==> config.mk <==
export PLATFORM = sky130hd
export DESIGN_NAME = box_draw_sched
export DESIGN_NICKNAME = d
export VERILOG_FILES = /design/src/rtl/box_draw_sched.sv
export SDC_FILE = /design/constraint.sdc
export NUM_CORES = 1
export LEC_CHECK = 0
export BUFFER_PORTS_ARGS = -buffer_cell sky130_fd_sc_hd__buf_2
export CORE_ASPECT_RATIO = 1.25
export CORE_MARGIN = 1
export CORE_UTILIZATION = 44
export CTS_BUF_LIST = sky130_fd_sc_hd__clkbuf_2 sky130_fd_sc_hd__clkbuf_4 sky130_fd_sc_hd__clkbuf_8
export DETAILED_ROUTE_END_ITERATION = 10
export GPL_TIMING_DRIVEN = 0
export PLACE_DENSITY = 0.7
export SYNTH_ARGS = -nofsm -noshare
export SYNTH_HDL_FRONTEND = slang
export SYNTH_SLANG_ARGS = --single-unit
==> constraint.sdc <==
create_clock -name clk -period 1.9 [get_ports clk]
set_input_delay 0.095 -clock clk [delete_from_list [all_inputs] [get_ports clk]]
set_output_delay 0.095 -clock clk [all_outputs]
set_load 0.02 [all_outputs]
==> src/rtl/box_draw_sched.sv <==
// Round-robin scheduler sharing one box-drawer datapath among NREQ sprite requesters.
// Steps the datapath row by row, one plot strobe per pixel, and pulses done to the winner.
// Optional job watchdog: define BOX_SCHED_WDOG_EN to abort jobs after WDOG_CYCLES busy cycles.
module box_draw_sched #(
  parameter int unsigned NREQ        = 3,
  parameter int unsigned WDOG_CYCLES = 8191
) (
  input  logic            clk,
  input  logic            reset,
  input  logic [NREQ-1:0] req,
  output logic [NREQ-1:0] grant,
  output logic [NREQ-1:0] done,
  output logic            busy,
  input  logic            x_done,
  input  logic            y_done,
  output logic            dp_reset,
  output logic            dp_set,
  output logic            dp_setx,
  output logic            dp_sety,
  output logic            dp_x_en,
  output logic            dp_y_en,
  output logic            dp_resetX,
  output logic            plot,
  output logic            err
);

  localparam int unsigned IDX_W = (NREQ > 1) ? $clog2(NREQ) : 1;
  localparam int unsigned CNT_W = 13;

  // Reject configurations the round-robin pointer or the 13-bit job counter cannot hold
  if (NREQ < 2 || NREQ > 8 || WDOG_CYCLES == 0 || WDOG_CYCLES > 8191) begin : g_param_check
    $error("box_draw_sched: NREQ or WDOG_CYCLES out of range");
  end

  typedef enum logic [2:0] {
    S_IDLE,
    S_LOAD,
    S_SETXY,
    S_PLOT,
    S_STEPX,
    S_NEXTROW,
    S_DONE
  } state_e;

  state_e             state_q, state_d;
  logic [IDX_W-1:0]   win_q, win_d;
  logic [IDX_W-1:0]   rr_q, rr_d;
  logic [IDX_W-1:0]   pick_c;
  logic               found_c;

  logic [NREQ-1:0]    grant_q, grant_d;
  logic [NREQ-1:0]    done_q, done_d;
  logic               busy_q, busy_d;
  logic               dp_reset_q, dp_reset_d;
  logic               dp_set_q, dp_set_d;
  logic               dp_setx_q, dp_setx_d;
  logic               dp_sety_q, dp_sety_d;
  logic               dp_x_en_q, dp_x_en_d;
  logic               dp_y_en_q, dp_y_en_d;
  logic               dp_resetx_q, dp_resetx_d;
  logic               plot_q, plot_d;

`ifdef BOX_SCHED_WDOG_EN
  logic [CNT_W-1:0]   cnt_q, cnt_d;
  logic               abort_c;
  logic               err_q, err_d;
`endif

  // First requester at or above the round-robin pointer, wrapping at NREQ
  always_comb begin
    int unsigned idx;
    found_c = 1'b0;
    pick_c  = '0;
    idx     = 0;
    for (int unsigned i = 0; i < NREQ; i++) begin
      idx = 32'(rr_q) + i;
      if (idx >= NREQ) idx = idx - NREQ;
      if (!found_c && req[IDX_W'(idx)]) begin
        found_c = 1'b1;
        pick_c  = IDX_W'(idx);
      end
    end
  end

  // Next state, winner/pointer bookkeeping and Moore outputs derived from the next state
  always_comb begin
    state_d = state_q;
    win_d   = win_q;
    rr_d    = rr_q;
`ifdef BOX_SCHED_WDOG_EN
    abort_c = 1'b0;
`endif
    unique case (state_q)
      S_IDLE: begin
        if (found_c) begin
          win_d   = pick_c;
          state_d = S_LOAD;
        end
      end
      S_LOAD:    state_d = S_SETXY;
      S_SETXY:   state_d = S_PLOT;
      S_PLOT: begin
        if (y_done)      state_d = S_DONE;
        else if (x_done) state_d = S_NEXTROW;
        else             state_d = S_STEPX;
      end
      S_STEPX:   state_d = S_SETXY;
      S_NEXTROW: state_d = S_SETXY;
      S_DONE: begin
        rr_d    = (32'(win_q) == NREQ - 1) ? '0 : win_q + IDX_W'(1);
        state_d = S_IDLE;
      end
      default:   state_d = S_IDLE;
    endcase
`ifdef BOX_SCHED_WDOG_EN
    // Job overran its cycle budget: force completion next cycle
    if (state_q != S_IDLE && state_q != S_DONE && cnt_q >= CNT_W'(WDOG_CYCLES - 1)) begin
      state_d = S_DONE;
      abort_c = 1'b1;
    end
`endif

    grant_d     = '0;
    done_d      = '0;
    busy_d      = (state_d != S_IDLE);
    dp_reset_d  = (state_d != S_IDLE) && (state_d != S_LOAD);
    dp_set_d    = (state_d == S_LOAD);
    dp_setx_d   = (state_d == S_SETXY);
    dp_sety_d   = (state_d == S_SETXY);
    dp_x_en_d   = (state_d == S_STEPX);
    dp_y_en_d   = (state_d == S_NEXTROW);
    dp_resetx_d = (state_d == S_NEXTROW);
    plot_d      = (state_d == S_PLOT);
    if (state_d != S_IDLE) grant_d[win_d] = 1'b1;
    if (state_d == S_DONE) done_d[win_d]  = 1'b1;
`ifdef BOX_SCHED_WDOG_EN
    err_d = abort_c;
`endif
  end

  // State, arbitration and output registers
  always_ff @(posedge clk or negedge reset) begin
    if (!reset) begin
      state_q     <= S_IDLE;
      win_q       <= '0;
      rr_q        <= '0;
      grant_q     <= '0;
      done_q      <= '0;
      busy_q      <= 1'b0;
      dp_reset_q  <= 1'b0;
      dp_set_q    <= 1'b0;
      dp_setx_q   <= 1'b0;
      dp_sety_q   <= 1'b0;
      dp_x_en_q   <= 1'b0;
      dp_y_en_q   <= 1'b0;
      dp_resetx_q <= 1'b0;
      plot_q      <= 1'b0;
    end else begin
      state_q     <= state_d;
      win_q       <= win_d;
      rr_q        <= rr_d;
      grant_q     <= grant_d;
      done_q      <= done_d;
      busy_q      <= busy_d;
      dp_reset_q  <= dp_reset_d;
      dp_set_q    <= dp_set_d;
      dp_setx_q   <= dp_setx_d;
      dp_sety_q   <= dp_sety_d;
      dp_x_en_q   <= dp_x_en_d;
      dp_y_en_q   <= dp_y_en_d;
      dp_resetx_q <= dp_resetx_d;
      plot_q      <= plot_d;
    end
  end

`ifdef BOX_SCHED_WDOG_EN
  // Saturating job cycle counter, zero during LOAD
  always_comb begin
    cnt_d = cnt_q;
    if (state_d == S_LOAD)                      cnt_d = '0;
    else if (state_q != S_IDLE && cnt_q != '1)  cnt_d = cnt_q + CNT_W'(1);
  end

  // Watchdog counter and abort flag registers
  always_ff @(posedge clk or negedge reset) begin
    if (!reset) begin
      cnt_q <= '0;
      err_q <= 1'b0;
    end else begin
      cnt_q <= cnt_d;
      err_q <= err_d;
    end
  end

  assign err = err_q;
`else
  assign err = 1'b0;
`endif

  assign grant     = grant_q;
  assign done      = done_q;
  assign busy      = busy_q;
  assign dp_reset  = dp_reset_q;
  assign dp_set    = dp_set_q;
  assign dp_setx   = dp_setx_q;
  assign dp_sety   = dp_sety_q;
  assign dp_x_en   = dp_x_en_q;
  assign dp_y_en   = dp_y_en_q;
  assign dp_resetX = dp_resetx_q;
  assign plot      = plot_q;

endmodule

==> results of run 1 <==
## sequential cells by signal, summed over array words and instances, names as in the netlist
| register | count |
|---|---|
| dp_sety | 1 |
| dp_reset | 1 |
| busy | 1 |
| done | 3 |
| state_q | 3 |
| dp_set | 1 |
| win_q | 2 |
| rr_q | 2 |
| grant | 3 |
| plot | 1 |
| dp_x_en | 1 |
| dp_resetX | 1 |
## cell type report
class / instances / area share (%)
multi-input combinational: 61 / 38.1
sequential: 20 / 36.2
timing repair buffer: 32 / 14.1
buffer: 6 / 3.62
tap: 31 / 2.81
clock buffer: 4 / 2.63
inverter: 9 / 2.45
## kinds of logic after synthesis
| group | share of synthesized area, % |
|---|---|
| AOI/OAI and AO/OA | 19.6 |
| adders and majority gates | 4.84 |
| buffers and inverters | 8.10 |
| DFF | 48.4 |
| muxes | 0.967 |
| other | 0.362 |
| and+or+nand+nor | 17.8 |
## cells in the mapped netlist, drive strengths merged
master    n
o21ai     4
or2       1
a21boi    2
nand2b    2
dfrtp    20
nand3b    1
nor3      6
o221a     1
o21a      1
buf       6
a21bo     1
ha        4
o2111ai   1
nand3     1
or2b      2
nand2     6
and4b     2
and3      1
nor2      4
inv       9
nor4bb    1
o221ai    1
o32ai     1
a32oi     1
mux2i     1
a21oi     7
o41ai     2
a21o      2
nor4      1
and3b     1
conb      1
and2b     1
a211oi    1
## how the worst min path moves through the flow
stage                     startpoint    endpoint  slack (ns)  cells after the start
after floorplan                reset        busy       -0.20                      0
after global placement         reset     done[2]        0.05                      1
after detailed placement       reset    grant[0]        0.06                      1
after CTS                     y_done     done[1]        0.11                      3
after global routing          y_done     done[1]        0.12                      3
final                         y_done  state_q[0]        0.13                      4
## stage by stage
step           worst slack [ns]  utilization, %  cell area (µm²)
6_report                -0.0306            62.5             1380
5_1_grt                 -0.0968            62.5             1380
4_1_cts                 -0.0160            60.4             1340
3_5_place_dp             -0.128            53.3             1180
3_3_place_gp            -0.0508            53.3             1180
2_1_floorplan            0.0932               -             1030
## routing by layer
metal,up-vias,track usage (%),part of all wire [%]
met5,-,0,0
met4,0,9.52,2.1
met3,4,1.30,2.1
met2,23,30.8,56
met1,411,20.8,40
li1,406,-,-
## worst max-delay path, cell delays in order, from the launching register on
cell and delay (ns):
dfrtp_1 0.43, buf_4 0.17, ha_4 0.17, or2b_1 0.23, a21boi_2 0.18, o32ai_4 0.11
or2_1 0.26, nor4bb_2 0.28
## where the power goes
part           leakage (nW)  total (W)  switching [W]  internal, W
sequential            0.253   0.000672      0.0000902     0.000582
combinational         0.412    0.00140       0.000760     0.000643
clock                0.0210   0.000236       0.000119     0.000117
total                 0.686    0.00231       0.000969      0.00134
## timing repair
item / CTS / global route
buffers inserted: 4 / 4
pin swaps: 6 / 3
hold endpoints to repair: 21 / 0
gates resized for setup: 10 / 5
hold buffers: 3 / 0
endpoints found under the setup margin: 4 / 7
==> key figures, run 1 <==
Layout
  – N_diodes: 0
  – P&R area growth vs syn: 33.5%
  – Layout cells sized above 1: 45.5%
  – Register Area: 500 µm²
  – Most frequent cells in the layout: buf_2, dfrtp_1, buf_4, inv_1, nand2_1
  – Fillers: 191
  – Commonest non-fill, non-tap cell in the layout: buf_2
  – Final #Nets: 144
  – Non-Filler Instances: 163
  – Multi-input logic area: 527 µm²

Drt
  – DR DRC count: 0
  – WL final: 2.09 mm
  – Post-DRT Antenna Nets: 0
  – Drt pass-1 iters: 4
  – Initial drt markers: 8
  – Vias post-DR: 844
  – Via density: 5.18
  – Post-DR wirelength/cell: 12.8 µm

Yosys
  – Flops & latches, synth: 20
  – Syn_nets: 107
  – Total of warnings raised by yosys: 0
  – Seq/Total Area, Yosys: 48.4%
  – Synthesized instance count: 96
  – Top cells by area, synth: dfrtp_1, ha_1, inv_1, a21oi_1, nor3_1
  – Area fraction of the dominant cell type after synthesis: 48.4%
  – Unique masters post-synth: 38
  – Syn Area/Cell: 10.8 µm²
  – Netlist Area Pre-Place: 1030 µm²
  – Cell accounting for the most synthesized area: dfrtp_1

Clocking
  – H-tree Lvls: 1
  – Clock Latency Late Sink: 0.29 ns
  – CTS tree: done
  – CTS sink cnt: 20
  – Clock root buffer: clkbuf_4
  – CTS Buf Count: 3
  – Clock transition at path regs: 0.11 ns
  – Max Buffers Root-to-Sink: 2

Global routing
  – Vias in the first global route: 791
  – Initial antenna violation count: 0
  – Total GRT Usage: 17.8%
  – Overflow left after global routing: 0
  – Largest net degree at the start of global routing: 21
  – First-pass GRT wire length: 3.35 mm

Timing
  – Final Hold Viols: 0
  – Slew Viols, Final: 0
  – Worst setup margin: -0.0306 ns
  – Max Clk Rate: 518 MHz
  – Max Clock Skew: 0.00300 ns
  – Total negative slack: -0.0450 ns
  – Hold WS: 0.132 ns
  – Final worst path period share: 102%
  – Final setup fails: 3
  – Min cycle time layout: 1.93 ns
  – RSZ-0062 raised after global routing: true

Setup path
  – R2R Path Start: rr_q[0]
  – Worst Path Max Fanout: 5
  – Worst R2R Path Depth: 7
  – Crit path DAT: 2.12 ns
  – Critical path endpoint: grant[2]
  – Reg-to-reg setup timing slack: -0.03 ns
  – Worst R2R End: grant[2]
  – Worst path required time: 2.09 ns
  – Crit start category: flip-flop
  – Crit. End Element: flip-flop
  – Worst Setup SP: rr_q[0]
  – Crit Path Category: flip-flop to flip-flop

Die
  – CORE AREA: 2210 µm²
  – Initial Util: 46.8%
  – Width of the die: 45.4 µm
  – Die area: 2550 µm²
  – Height of the die: 56.2 µm
  – I/O pin count: 23
  – Row Count: 19

Pwr
  – Total power: 0.00231 W
  – Leakage: 0.686 nW
  – PwrDens: 1670 nW/µm²
  – Peak supply drop: 0.00123 V

Worst hold path
  – Worst min path class: primary input to flip-flop

Placed design
  – Dpl hpwl: 1.42 mm
  – Routability Congestion: 0.714
  – IO buf count: 21
  – Placed Cells: 148

Run status
  – Violated checks: negative setup slack
  – Status: complete, but fails checks

Flow run
  – Max capacitance violation total: 0
(Power assumes the default switching activity.)
==> run 2: changes to the inputs <==
--- a/config.mk
+++ b/config.mk
@@ -12,7 +12,7 @@
 export CTS_BUF_LIST = sky130_fd_sc_hd__clkbuf_2 sky130_fd_sc_hd__clkbuf_4 sky130_fd_sc_hd__clkbuf_8
 export DETAILED_ROUTE_END_ITERATION = 10
 export GPL_TIMING_DRIVEN = 0
-export PLACE_DENSITY = 0.7
+export PLACE_DENSITY = 0.67
 export SYNTH_ARGS = -nofsm -noshare
 export SYNTH_HDL_FRONTEND = slang
 export SYNTH_SLANG_ARGS = --single-unit
==> constraint.sdc (replaced) <==
create_clock -name clk -period 2 [get_ports clk]
set_input_delay 0.1 -clock clk [delete_from_list [all_inputs] [get_ports clk]]
set_output_delay 0.1 -clock clk [all_outputs]
set_load 0.02 [all_outputs]
==> key figures, run 2 (same netlist as run 1, synthesis figures left out) <==
Drt
  – Via density: 5.25 (was 5.18)
  – Post-DR wirelength/cell: 13.3 µm (was 12.8 µm)
  – Vias post-DR: 813 (was 844)
  – Initial drt markers: 10 (was 8)
  – WL final: 2.06 mm (was 2.09 mm)
  – Drt pass-1 iters: 6 (was 4)
  – DR DRC count: 0 (unchanged)
  – Post-DRT Antenna Nets: 0 (unchanged)

Setup path
  – Crit path DAT: 2.17 ns (was 2.12 ns)
  – Crit Path Category: flip-flop to flip-flop (unchanged)
  – Worst Setup SP: rr_q[0] (unchanged)
  – Crit start category: flip-flop (unchanged)
  – Worst path required time: 2.20 ns (was 2.09 ns)
  – Worst R2R Path Depth: 7 (unchanged)
  – Crit. End Element: flip-flop (unchanged)
  – R2R Path Start: rr_q[0] (unchanged)
  – Reg-to-reg setup timing slack: 0.03 ns (was -0.03 ns)
  – Worst Path Max Fanout: 5 (unchanged)

Timing
  – Final setup fails: 0 (was 3)
  – Final Hold Viols: 0 (unchanged)
  – Max Clk Rate: 509 MHz (was 518 MHz)
  – Total negative slack: 0 ns (was -0.0450 ns)
  – Max Clock Skew: 0.00619 ns (was 0.00300 ns)
  – RSZ-0062 raised after global routing: true (unchanged)
  – Final worst path period share: 98.3% (was 102%)
  – Slew Viols, Final: 0 (unchanged)
  – Hold WS: 0.121 ns (was 0.132 ns)
  – Min cycle time layout: 1.97 ns (was 1.93 ns)

Layout
  – Commonest non-fill, non-tap cell in the layout: buf_2 (unchanged)
  – P&R area growth vs syn: 29.4% (was 33.5%)
  – N_diodes: 0 (unchanged)
  – Design Area, Final: 1340 µm² (was 1380 µm²)
  – Layout cells sized above 1: 41.9% (was 45.5%)
  – Most frequent cells in the layout: buf_2, dfrtp_1, inv_1, nand2_1, a21oi_1 (was buf_2, dfrtp_1, buf_4, inv_1, nand2_1)
  – Final #Nets: 137 (was 144)
  – Util after Layout: 60.6% (was 62.5%)

Global routing
  – Overflow left after global routing: 0 (unchanged)
  – First-pass GRT wire length: 3.12 mm (was 3.35 mm)
  – Largest net degree at the start of global routing: 21 (unchanged)
  – Vias in the first global route: 741 (was 791)
  – Initial antenna violation count: 0 (unchanged)
  – Total GRT Usage: 16.6% (was 17.8%)

Worst hold path
  – Worst min path class: primary input to flip-flop (unchanged)
  – Hold path cells: 4 (unchanged)
  – Hold_sp: y_done (unchanged)

Die
  – Initial Util: 46.8% (unchanged)
  – I/O pin count: 23 (unchanged)
  – Row Count: 19 (unchanged)
  – CORE AREA: 2210 µm² (unchanged)
  – Die area: 2550 µm² (unchanged)
  – Height of the die: 56.2 µm (unchanged)
  – Width of the die: 45.4 µm (unchanged)

Placed design
  – Dpl hpwl: 1.38 mm (was 1.42 mm)
  – IO buf count: 21 (unchanged)
  – Cell Area, Placed: 1180 µm² (unchanged)
  – Routability Congestion: 0.750 (was 0.714)

Clocking
  – H-tree Lvls: 1 (unchanged)
  – Max Buffers Root-to-Sink: 2 (unchanged)
  – CTS tree: done (unchanged)
  – Clock root buffer: clkbuf_4 (unchanged)
  – Clock Latency Late Sink: 0.30 ns (was 0.29 ns)
  – CTS sink cnt: 20 (unchanged)
  – Clock transition at path regs: 0.10 ns (was 0.11 ns)
  – CTS Buf Count: 3 (unchanged)

Pwr
  – Peak supply drop: 0.000763 V (was 0.00123 V)
  – PwrDens: 1570 nW/µm² (was 1670 nW/µm²)
  – Leakage: 0.650 nW (was 0.686 nW)

Run status
  – Status: finished clean (was complete, but fails checks)

Flow run
  – Max capacitance violation total: 0 (unchanged)
[run 2: per-stage QoR]
| stage | cells | power (W) | setup WS, ns |
|---|---|---|---|
| after floorplan | 96 | 0.00142 | 0.193 |
| after global placement | 148 | 0.00164 | 0.0511 |
| after detailed placement | 148 | 0.00167 | 0.00361 |
| after CTS | 154 | 0.00186 | -0.0185 |
| after global routing | 155 | 0.00226 | -0.0920 |
| final | 155 | 0.00210 | 0.0338 |
[run 2: area by class of cell]
type	instances	area, µm²
buffer	6	50.0
clock buffer	3	22.5
fill	199	872
inverter	9	33.8
multi-input combinational	61	549
sequential	20	502
tap	31	38.8
timing repair buffer	25	143
[run 2: worst paths after layout]
kind,to
setup / recovery,grant[2]
hold / removal,state_q[0]
setup reg to reg,grant[2]
hold reg to reg,dp_sety
max in group asynchronous,rr_q[1]
min in group asynchronous,rr_q[0]
[run 2: worst max-delay path: stages, from the launching register on]
cell	delay [ns]
dfrtp_1	0.43
buf_4	0.17
ha_4	0.18
or2b_1	0.24
a21boi_2	0.19
o32ai_4	0.15
or2_1	0.26
nor4bb_1	0.25
[run 2: metal layers]
layer | global-route usage (%) | vias to the layer above | routed length, µm
met2 | 27.7 | 20 | 1090
li1 | - | 393 | -
met5 | 0 | - | 0
met3 | 0.974 | 5 | 46
met4 | 10.4 | 0 | 49
met1 | 19.8 | 395 | 873
[run 2: repair_timing]
item | CTS | global route
endpoints found under the hold margin | 21 | 0
setup endpoints to repair | 1 | 5
resized for setup | 1 | 19
buffers inserted | 0 | 1
hold buffers | 3 | 0
cloned | 0 | 0
pin swaps | 1 | 6
[run 2: where the power goes]
part           internal (W)  total (W)  switching (W)  leakage [nW]
registers          0.000555   0.000645      0.0000900         0.252
clock network     0.0000703   0.000184       0.000114        0.0138
logic              0.000544    0.00127       0.000729         0.385
total               0.00117    0.00210       0.000933         0.650
